File: src/rtl/lsb_queue_mc.sv
// lsb_queue_mc: in-order load/store queue between dispatch, ROB and memory controller.
// Ports: clk/rst (sync, active-high, qualified by rdy), rdy global enable, flush, stall,
//   io_full; enq_* dispatch request with base/data operands (value or producer tag);
//   cdb_valid/cdb_tag/cdb_val packed broadcast channels; mem_busy; commit_store;
//   full/empty; front_* head-entry view; mem_req_* registered one-cycle load request.
// Optional macro LSB_STORE_FWD_EN adds fwd_valid/fwd_val/fwd_rob_id store-to-load forwarding.
module lsb_queue_mc #(
    parameter int XLEN = 32,
    parameter int DEPTH = 8,
    parameter int ROB_W = 4,
    parameter int OP_W = 6,
    parameter int NUM_CDB = 2,
    parameter logic [XLEN-1:0] IO_ADDR = XLEN'(32'h30000)
) (
    input  logic                     clk,
    input  logic                     rst,
    input  logic                     rdy,
    input  logic                     flush,
    input  logic                     stall,
    input  logic                     io_full,
    input  logic                     enq_valid,
    input  logic                     enq_is_load,
    input  logic [OP_W-1:0]          enq_op,
    input  logic [ROB_W-1:0]         enq_rob_id,
    input  logic [XLEN-1:0]          enq_imm,
    input  logic                     enq_base_rdy,
    input  logic [XLEN-1:0]          enq_base_val,
    input  logic [ROB_W-1:0]         enq_base_tag,
    input  logic                     enq_data_rdy,
    input  logic [XLEN-1:0]          enq_data_val,
    input  logic [ROB_W-1:0]         enq_data_tag,
    input  logic [NUM_CDB-1:0]       cdb_valid,
    input  logic [NUM_CDB*ROB_W-1:0] cdb_tag,
    input  logic [NUM_CDB*XLEN-1:0]  cdb_val,
    input  logic                     mem_busy,
    input  logic                     commit_store,
    output logic                     full,
    output logic                     empty,
    output logic                     front_is_load,
    output logic [OP_W-1:0]          front_op,
    output logic [ROB_W-1:0]         front_rob_id,
    output logic                     front_addr_rdy,
    output logic [XLEN-1:0]          front_addr,
    output logic                     front_data_rdy,
    output logic [XLEN-1:0]          front_data,
    output logic                     mem_req_valid,
    output logic [OP_W-1:0]          mem_req_op,
    output logic [XLEN-1:0]          mem_req_addr,
    output logic [ROB_W-1:0]         mem_req_rob_id
`ifdef LSB_STORE_FWD_EN
    ,
    output logic                     fwd_valid,
    output logic [XLEN-1:0]          fwd_val,
    output logic [ROB_W-1:0]         fwd_rob_id
`endif
);
    localparam int IW = $clog2(DEPTH);
    localparam int CW = IW + 1;

    logic [IW-1:0]    head, tail;
    logic [CW-1:0]    count;
    logic             e_valid    [DEPTH];
    logic             e_is_load  [DEPTH];
    logic             e_addr_rdy [DEPTH];
    logic             e_data_rdy [DEPTH];
    logic [OP_W-1:0]  e_op       [DEPTH];
    logic [ROB_W-1:0] e_rob_id   [DEPTH];
    logic [ROB_W-1:0] e_base_tag [DEPTH];
    logic [ROB_W-1:0] e_data_tag [DEPTH];
    logic [XLEN-1:0]  e_addr     [DEPTH];
    logic [XLEN-1:0]  e_data     [DEPTH];
    logic [XLEN:0]    base_snp   [DEPTH];
    logic [XLEN:0]    data_snp   [DEPTH];
    logic [XLEN:0]    enq_base_snp, enq_data_snp;
    logic             enq, ld_ok, mem_ok, issue, commit, deq;
    logic             enq_addr_rdy, enq_drdy;
    logic [XLEN-1:0]  enq_addr, enq_dval;

    // {hit, value}; iterating from the top down lets the lowest matching channel win
    function automatic logic [XLEN:0] snoop(input logic [ROB_W-1:0] t, input logic [NUM_CDB-1:0] v,
                                            input logic [NUM_CDB*ROB_W-1:0] tg, input logic [NUM_CDB*XLEN-1:0] vl);
        snoop = '0;
        for (int k = NUM_CDB - 1; k >= 0; k--)
            if (v[k] && tg[k*ROB_W +: ROB_W] == t) snoop = {1'b1, vl[k*XLEN +: XLEN]};
    endfunction

    assign full           = count == CW'(DEPTH);
    assign empty          = count == '0;
    assign front_is_load  = e_is_load[head];
    assign front_op       = e_op[head];
    assign front_rob_id   = e_rob_id[head];
    assign front_addr_rdy = e_addr_rdy[head];
    assign front_addr     = e_addr[head];
    assign front_data_rdy = e_data_rdy[head];
    assign front_data     = e_data[head];

    always_comb begin
        for (int i = 0; i < DEPTH; i++) begin
            base_snp[i] = snoop(e_base_tag[i], cdb_valid, cdb_tag, cdb_val);
            data_snp[i] = snoop(e_data_tag[i], cdb_valid, cdb_tag, cdb_val);
        end
    end

    always_comb begin
        enq_base_snp = snoop(enq_base_tag, cdb_valid, cdb_tag, cdb_val);
        enq_data_snp = snoop(enq_data_tag, cdb_valid, cdb_tag, cdb_val);
        enq_addr_rdy = enq_base_rdy | enq_base_snp[XLEN];
        enq_addr     = enq_base_rdy ? enq_imm + enq_base_val :
                       enq_base_snp[XLEN] ? enq_imm + enq_base_snp[XLEN-1:0] : enq_imm;
        enq_drdy     = enq_is_load | enq_data_rdy | enq_data_snp[XLEN];
        enq_dval     = enq_is_load ? '0 : enq_data_rdy ? enq_data_val :
                       enq_data_snp[XLEN] ? enq_data_snp[XLEN-1:0] : '0;
    end

    assign enq    = enq_valid & ~stall & ~full & ~flush;
    assign ld_ok  = e_valid[head] & e_is_load[head] & e_addr_rdy[head] & ~flush;
    assign mem_ok = ld_ok & ~mem_busy & ~((e_addr[head] == IO_ADDR) & io_full);
    assign commit = commit_store & e_valid[head] & ~e_is_load[head] & ~flush;

`ifdef LSB_STORE_FWD_EN
    logic            fwd_hit, fwd_go;
    logic [XLEN-1:0] fwd_data;
    logic [IW-1:0]   fidx;

    // Scan from just behind the head towards the tail so the youngest matching store wins
    always_comb begin
        fwd_hit  = 1'b0;
        fwd_data = '0;
        fidx     = head;
        for (int i = 1; i < DEPTH; i++) begin
            fidx = head + IW'(i);
            if (e_valid[fidx] && !e_is_load[fidx] && e_addr_rdy[fidx] && e_data_rdy[fidx] &&
                e_addr[fidx] == e_addr[head] && e_op[fidx] == e_op[head]) begin
                fwd_hit  = 1'b1;
                fwd_data = e_data[fidx];
            end
        end
    end

    assign fwd_go = ld_ok & fwd_hit;
    assign issue  = mem_ok & ~fwd_hit;
    assign deq    = issue | fwd_go | commit;

    always_ff @(posedge clk) begin
        if (rdy) begin
            if (rst || flush) begin
                fwd_valid <= 1'b0;
                if (rst) begin
                    fwd_val    <= '0;
                    fwd_rob_id <= '0;
                end
            end else begin
                fwd_valid <= fwd_go;
                if (fwd_go) begin
                    fwd_val    <= fwd_data;
                    fwd_rob_id <= e_rob_id[head];
                end
            end
        end
    end
`else
    assign issue = mem_ok;
    assign deq   = issue | commit;
`endif

    always_ff @(posedge clk) begin
        if (rdy) begin
            if (rst) begin
                head           <= '0;
                tail           <= '0;
                count          <= '0;
                mem_req_valid  <= 1'b0;
                mem_req_op     <= '0;
                mem_req_addr   <= '0;
                mem_req_rob_id <= '0;
                for (int i = 0; i < DEPTH; i++) begin
                    e_valid[i]    <= 1'b0;
                    e_is_load[i]  <= 1'b0;
                    e_addr_rdy[i] <= 1'b0;
                    e_data_rdy[i] <= 1'b0;
                    e_op[i]       <= '0;
                    e_rob_id[i]   <= '0;
                    e_base_tag[i] <= '0;
                    e_data_tag[i] <= '0;
                    e_addr[i]     <= '0;
                    e_data[i]     <= '0;
                end
            end else if (flush) begin
                tail          <= head;
                count         <= '0;
                mem_req_valid <= 1'b0;
                for (int i = 0; i < DEPTH; i++) e_valid[i] <= 1'b0;
            end else begin
                mem_req_valid <= issue;
                if (issue) begin
                    mem_req_op     <= e_op[head];
                    mem_req_addr   <= e_addr[head];
                    mem_req_rob_id <= e_rob_id[head];
                end
                for (int i = 0; i < DEPTH; i++) begin
                    if (e_valid[i] && !e_addr_rdy[i] && base_snp[i][XLEN]) begin
                        e_addr_rdy[i] <= 1'b1;
                        e_addr[i]     <= e_addr[i] + base_snp[i][XLEN-1:0];
                    end
                    if (e_valid[i] && !e_data_rdy[i] && data_snp[i][XLEN]) begin
                        e_data_rdy[i] <= 1'b1;
                        e_data[i]     <= data_snp[i][XLEN-1:0];
                    end
                end
                if (enq) begin
                    e_valid[tail]    <= 1'b1;
                    e_is_load[tail]  <= enq_is_load;
                    e_op[tail]       <= enq_op;
                    e_rob_id[tail]   <= enq_rob_id;
                    e_addr_rdy[tail] <= enq_addr_rdy;
                    e_addr[tail]     <= enq_addr;
                    e_base_tag[tail] <= enq_base_tag;
                    e_data_rdy[tail] <= enq_drdy;
                    e_data[tail]     <= enq_dval;
                    e_data_tag[tail] <= enq_data_tag;
                    tail             <= tail + 1'b1;
                end
                if (deq) begin
                    e_valid[head] <= 1'b0;
                    head          <= head + 1'b1;
                end
                count <= count + CW'(enq) - CW'(deq);
            end
        end
    end
endmodule
File: config.mk
export PLATFORM = sky130hd
export DESIGN_NAME = lsb_queue_mc
export DESIGN_NICKNAME = d
export VERILOG_FILES = /design/src/rtl/lsb_queue_mc.sv
export SDC_FILE = /design/constraint.sdc
export NUM_CORES = 2
export LEC_CHECK = 0
export CAP_MARGIN = 0
export CORE_MARGIN = 4
export CORE_UTILIZATION = 39
export DETAILED_ROUTE_END_ITERATION = 10
export GPL_TIMING_DRIVEN = 0
export PLACE_DENSITY = 0.65
export SYNTH_ARGS = -nofsm -noshare
export SYNTH_HDL_FRONTEND = slang
export SYNTH_SLANG_ARGS = --single-unit
File: constraint.sdc
create_clock -name clk -period 6.7 [get_ports clk]
set_clock_uncertainty 0.2 [all_clocks]
set_input_delay 0.67 -clock clk [delete_from_list [all_inputs] [get_ports clk]]
set_output_delay 0.67 -clock clk [all_outputs]
set_load 0.02 [all_outputs]
Word-level counts from Yosys, hierarchy flattened
Memory sizes are Yosys's and may differ from the RTL's. A register that Yosys moved wholly into a read port is not among the register bits. Cells that the tools add are included.

Bits of input ports: 200. Memories kept: 10. Register bits: 53. Memory bits (writable): 688.

Memories: e_addr (depth 8, width 32, rd ports 9, clocked after memory_dff 1, write ports 9, line 70) `logic [XLEN-1:0] e_addr [DEPTH];`; e_data (depth 8, width 32, rd ports 1, clocked after memory_dff 1, write ports 9, line 71) `logic [XLEN-1:0] e_data [DEPTH];`; e_op (depth 8, width 6, rd ports 1, clocked after memory_dff 1, write ports 8, line 66) `logic [OP_W-1:0] e_op [DEPTH];`; e_base_tag (depth 8, width 4, rd ports 8, clocked after memory_dff 0, write ports 8, line 68) `logic [ROB_W-1:0] e_base_tag [DEPTH];`; e_data_tag (depth 8, width 4, rd ports 8, clocked after memory_dff 0, write ports 8, line 69) `logic [ROB_W-1:0] e_data_tag [DEPTH];`; e_rob_id (depth 8, width 4, rd ports 1, clocked after memory_dff 1, write ports 8, line 67) `logic [ROB_W-1:0] e_rob_id [DEPTH];`; 4 more memories.

Equal/unequal tests: 39. Reduce and logical (&&, ||, !) cells: 99. Add/subtract/negate cells: 14. Mux-type cells: 225. Bitwise logic cells: 62.

Operators with widths (number): 33-bit 2-to-1 mux (36); 32-bit 2-to-1 mux (23); 32-bit adder (10); 4-bit equality test (36); 1-bit 2-to-1 mux (131); 3-bit 2-to-1 mux (27); 1-bit logical AND (68); 1-bit bitwise OR (44); 32-bit by 18-bit equality test with 1-bit output (second input constant) (1); 4-bit 2-to-1 mux (5); 6-bit 2-to-1 mux (3); 1-bit zero test (16); 1-bit AND (12); 4-bit OR reduction (3); 3-bit by 1-bit adder with 3-bit output (second input constant) (2); 1-bit inverter (6); 3-bit AND reduction (2); 6-bit OR reduction (1); 4-bit by 1-bit adder with 4-bit output (1); 4-bit equality test (second input constant) (1); 4-bit zero test (1); 2-bit nonzero test (2); 4-bit by 1-bit subtractor with 4-bit output (1); 3-bit nonzero test (1); 4 further kinds (6).

Depth between registers and ports, before layout
Depth in word-level cells: 13. Gate-level depth with buffers: 20. Mapped depth without buffers: 18.

Least setup slack after synthesis
Ideal clock, no wire load.

Path kind: input to register. Start point: input cdb_tag[2]. End point: memory e_addr[5][0], enable pin. Buffers on the path: 1. Setup slack: 0.063 ns. Arrival: 5.898 ns. Stages: 5. Required time: 5.961 ns. Cell sequence: buf_2 -> xor2_1 -> nor4_1 -> a31oi_1 -> o311ai_0.

RTL lines: start, declared (line 33) `input logic [NUM_CDB*ROB_W-1:0] cdb_tag,`; end, declared (line 70).

==> run metrics <==
largest net degree at the start of global routing 33; endpoint type of the worst setup path register; CP max FO 10; H-tree depth reported by CTS 3; Worst R2R Start e_base_tag[4][2]; clock share of power 38.4%; Worst-Margin Slew 1.683 ns; number of routed nets with antenna violations 0; power density of the placed cells 197.4 nW/µm²; Final Hold Viols 0; post-layout worst setup margin 0.008066 ns; Netlist Area Pre-Place 59570 µm²; Die Area 159100 µm²; violated checks capacitance limit, slew limit; Cell variety after synth 95; Overall Global Routing Usage 34.48%; Pre-antenna DRT Iters 8; relative area change from synthesis to final layout 15.82%; boundary pin count 322; Top FF cell, synth sky130_fd_sc_hd__edfxtp_1; total detailed-routing wirelength 284000 µm; outcome finished with violations; upper clock frequency limit 149.4 MHz; Via-to-Cell Ratio 6.563; die width 398.8 µm; arrival time at the worst endpoint 6.94 ns; unrepaired setup endpoints after global routing false; routed via count 55.08k; Worst Hold Slack 0.2291 ns; synthesized instance count 5855; share of post-route cells with drive strength above 1 13.44%; Critical Path, Cell by Cell xor2_1 > nor4_4 > clkbuf_1 > mux2i_1 > nor2_1 > ha_1 > a21o_1 > a21oi_1 > o21ai_0 > a31oi_1 > o21a_1 > o21ai_0 > o211a_1 > a221oi_1 > xnor2_1 > o22ai_1; origin of the worst min-delay path cdb_val[22]; num rows 143; IR Drop Worst-Case VDD 0.1945 mV; top-area cell type share of the netlist area 36.44%; TritonCTS clock tree built; Min-Delay Path Depth 3; Final Cell Area 69000 µm²; Post-synth ARST share 0%; post-synthesis net count 6392; required time of the critical path 6.95 ns; total of buffers placed on input and output ports 237; switching part of the total 31.98%; half-perimeter wire length after detailed placement 219700 µm; design internal power 9.265 mW; total number of clock tree sinks 744; P_leak 25.00 nW; post-route clock period utilization 99.88%; proportion of power drawn by combinational gates 22.0%; area of the placeable core 151900 µm²; DP Worst Slack -0.6009 ns; CP Launch Type register; relative max-transition margin -12.18%; Reg clk slew, reported paths 0.06 ns; Maximum Capacitance Violations 9; utilization after layout 45.42%; sw power 4.356 mW; Worst Reg2Reg Path Length in Cells 16; DP Area 65860 µm²; number of cells after detailed placement 8203; largest buffer count on any clock path 3; initial core utilization 39.22%; Mapped Avg Cell Area 10.17 µm²; minimum period implied by the final worst setup slack 6.692 ns; Final setup viols 0; total grt overflow 0; Reg power frac 39.6%; clock buffer count from CTS 92; Hold WC Path Type primary input to register; Warnings, synthesis 0; clock network latency to the later pin of the worst-skew pair 0.76 ns; cell type with the largest total area after synthesis sky130_fd_sc_hd__edfxtp_1; longest individual stage delay on the worst path 0.98 ns; worst setup path startpoint e_base_tag[4][2]; number of antenna violations at the first check in global routing 35; Clock Tree Root sky130_fd_sc_hd__clkbuf_16; leading cell types by total area after synthesis sky130_fd_sc_hd__edfxtp_1, sky130_fd_sc_hd__ha_1, sky130_fd_sc_hd__mux2i_1; weighted congestion reported at the end of routability-driven placement 1.070; flops & latches, synth 744; first-pass GRT wire length 391100 µm; count of nets after finishing 6806; via count of the first global-routing pass 52.21k; Detailed Route Iter0 Violations 7842; Die Y 398.8 µm; final number of max-transition violations 66; Layout Cells excl Fill 8393; drc violations 0; startpoint-to-endpoint class of the critical path register to register; cell with the most instances on the worst path sky130_fd_sc_hd__o21ai_0; Slowest cell on crit path sky130_fd_sc_hd__nor4_4; part of the Yosys area used for sequential elements 37.15%; count of flip-flops with a built-in enable after synthesis 723; average routed wire per standard cell 33.84 µm
==> cells in the mapped netlist (35+ instances only) <==
master / count
sky130_fd_sc_hd__ha_1: 326
sky130_fd_sc_hd__a21oi_1: 293
sky130_fd_sc_hd__nor2b_1: 68
sky130_fd_sc_hd__nand2b_1: 54
sky130_fd_sc_hd__xnor2_1: 183
sky130_fd_sc_hd__inv_1: 110
sky130_fd_sc_hd__and3_1: 46
sky130_fd_sc_hd__buf_1: 49
sky130_fd_sc_hd__nor2_1: 435
sky130_fd_sc_hd__clkbuf_1: 350
sky130_fd_sc_hd__mux2_2: 271
sky130_fd_sc_hd__xor2_1: 234
sky130_fd_sc_hd__buf_2: 44
sky130_fd_sc_hd__a22o_1: 76
sky130_fd_sc_hd__mux4_2: 142
sky130_fd_sc_hd__a31oi_1: 68
sky130_fd_sc_hd__nand2_1: 218
sky130_fd_sc_hd__o21bai_1: 35
sky130_fd_sc_hd__a21o_1: 125
sky130_fd_sc_hd__a211o_1: 43
sky130_fd_sc_hd__edfxtp_1: 723
sky130_fd_sc_hd__mux2i_1: 334
sky130_fd_sc_hd__o22ai_1: 216
sky130_fd_sc_hd__o21ai_0: 384
sky130_fd_sc_hd__and2_1: 157
sky130_fd_sc_hd__nor3_1: 77
sky130_fd_sc_hd__a221oi_1: 36
sky130_fd_sc_hd__a211oi_1: 51
sky130_fd_sc_hd__nand3_1: 262
==> sequential cells by signal, summed over array words and instances, names as in the netlist, named ones only <==
signal and cells:
e_addr 256, mem_req_valid 1, e_addr_rdy 8, count 4, e_valid 8, e_data_tag 32, mem_req_addr 32, head 3
e_base_tag 32, mem_req_op 6, e_op 48, e_is_load 8, e_data 256, mem_req_rob_id 4, e_rob_id 32, tail 3
e_data_rdy 8
==> layout by cell type (no fill, tap or decap), types with 125 or more instances in the layout <==
master / netlist / final
sky130_fd_sc_hd__and2_1: 157 / 157
sky130_fd_sc_hd__xor2_1: 234 / 234
sky130_fd_sc_hd__mux2_2: 271 / 271
sky130_fd_sc_hd__clkbuf_1: 350 / 346
sky130_fd_sc_hd__o22ai_1: 216 / 216
sky130_fd_sc_hd__mux2i_1: 334 / 333
sky130_fd_sc_hd__nand2_1: 218 / 218
sky130_fd_sc_hd__nand3_1: 262 / 262
sky130_fd_sc_hd__a21o_1: 125 / 125
sky130_fd_sc_hd__nor2_1: 435 / 432
sky130_fd_sc_hd__a21oi_1: 293 / 290
sky130_fd_sc_hd__ha_1: 326 / 326
sky130_fd_sc_hd__xnor2_1: 183 / 183
sky130_fd_sc_hd__edfxtp_1: 723 / 723
sky130_fd_sc_hd__mux4_2: 142 / 142
sky130_fd_sc_hd__clkdlybuf4s50_1: 0 / 237
sky130_fd_sc_hd__o21ai_0: 384 / 384
==> cell families (layout without fill, tap and decap cells) <==
group,Yosys count,count (layout),share of synthesized area (%)
AO/OA/AOI/OAI,1538,1538,16.55
XOR/XNOR,417,417,6.131
AND/OR/NAND/NOR,1464,1464,12.17
other,0,17,0
adder cells (fa/ha/maj),337,337,7.217
flip-flops,744,744,37.15
multiplexers,761,761,16.72
buffers and inverters,594,1085,4.058
==> timing repair <==
item,in CTS,in global routing
gates cloned,0,0
gates resized for setup,2,10
buffers inserted,0,2
pin swaps,0,1
setup endpoints to repair,6,33
hold buffers,0,0
==> worst paths after layout <==
check	endpoint	slack, ns
max	e_addr[4][31]	0.008
min	e_data[7][22]	0.23
max reg2reg	e_addr[4][31]	0.008
min reg2reg	e_valid[4]	0.33
==> critical path: cells and delay by family (launching register included) <==
kind                       cells  cell delay [ns]
AOI/OAI and AO/OA              9             2.94
DFF                            1             0.42
buffers and inverters          1             0.76
xor gates and xnor gates       2             0.37
muxes                          1             0.26
and+or+nand+nor                2             1.04
adders and majority gates      1             0.38
==> metal layers <==
metal / vias to the layer above / track usage, % / wire length (µm)
li1: 23150 / - / -
met2: 3957 / 50.51 / 119200
met5: - / 0 / 47
met3: 984 / 10.46 / 35100
met1: 26990 / 43.50 / 106100
met4: 8 / 23.70 / 23560
==> per-stage QoR <==
step | power, mW | TNS (ns)
floorplan | 7.102 | 0
global placement | 8.265 | -1624.46
detailed placement | 8.381 | -22.05
CTS | 13.52 | 0
global route | 13.90 | 0
finish | 13.62 | 0
==> power by group through the flow <==
stage | Clock (mW) | Combinational, mW | Sequential [mW]
floorplan | 0 | 1.65 | 5.45
global placement | 0 | 2.76 | 5.51
detailed placement | 0 | 2.89 | 5.49
CTS | 5.22 | 2.91 | 5.39
global route | 5.39 | 3.11 | 5.40
finish | 5.23 | 3.00 | 5.40
==> cell type report <==
| type | count | area [µm²] |
|---|---|---|
| Antenna cell | 17 | 42.54 |
| Buffer | 483 | 2031 |
| Clock buffer | 112 | 2377 |
| Clock inverter | 59 | 653.1 |
| Fill cell | 14280 | 82910 |
| Inverter | 111 | 416.7 |
| Multi-Input combinational cell | 4517 | 35430 |
| Sequential cell | 744 | 22130 |
| Tap cell | 2030 | 2540 |
| Timing Repair Buffer | 320 | 3378 |
Power figures use the tool's default switching activity.
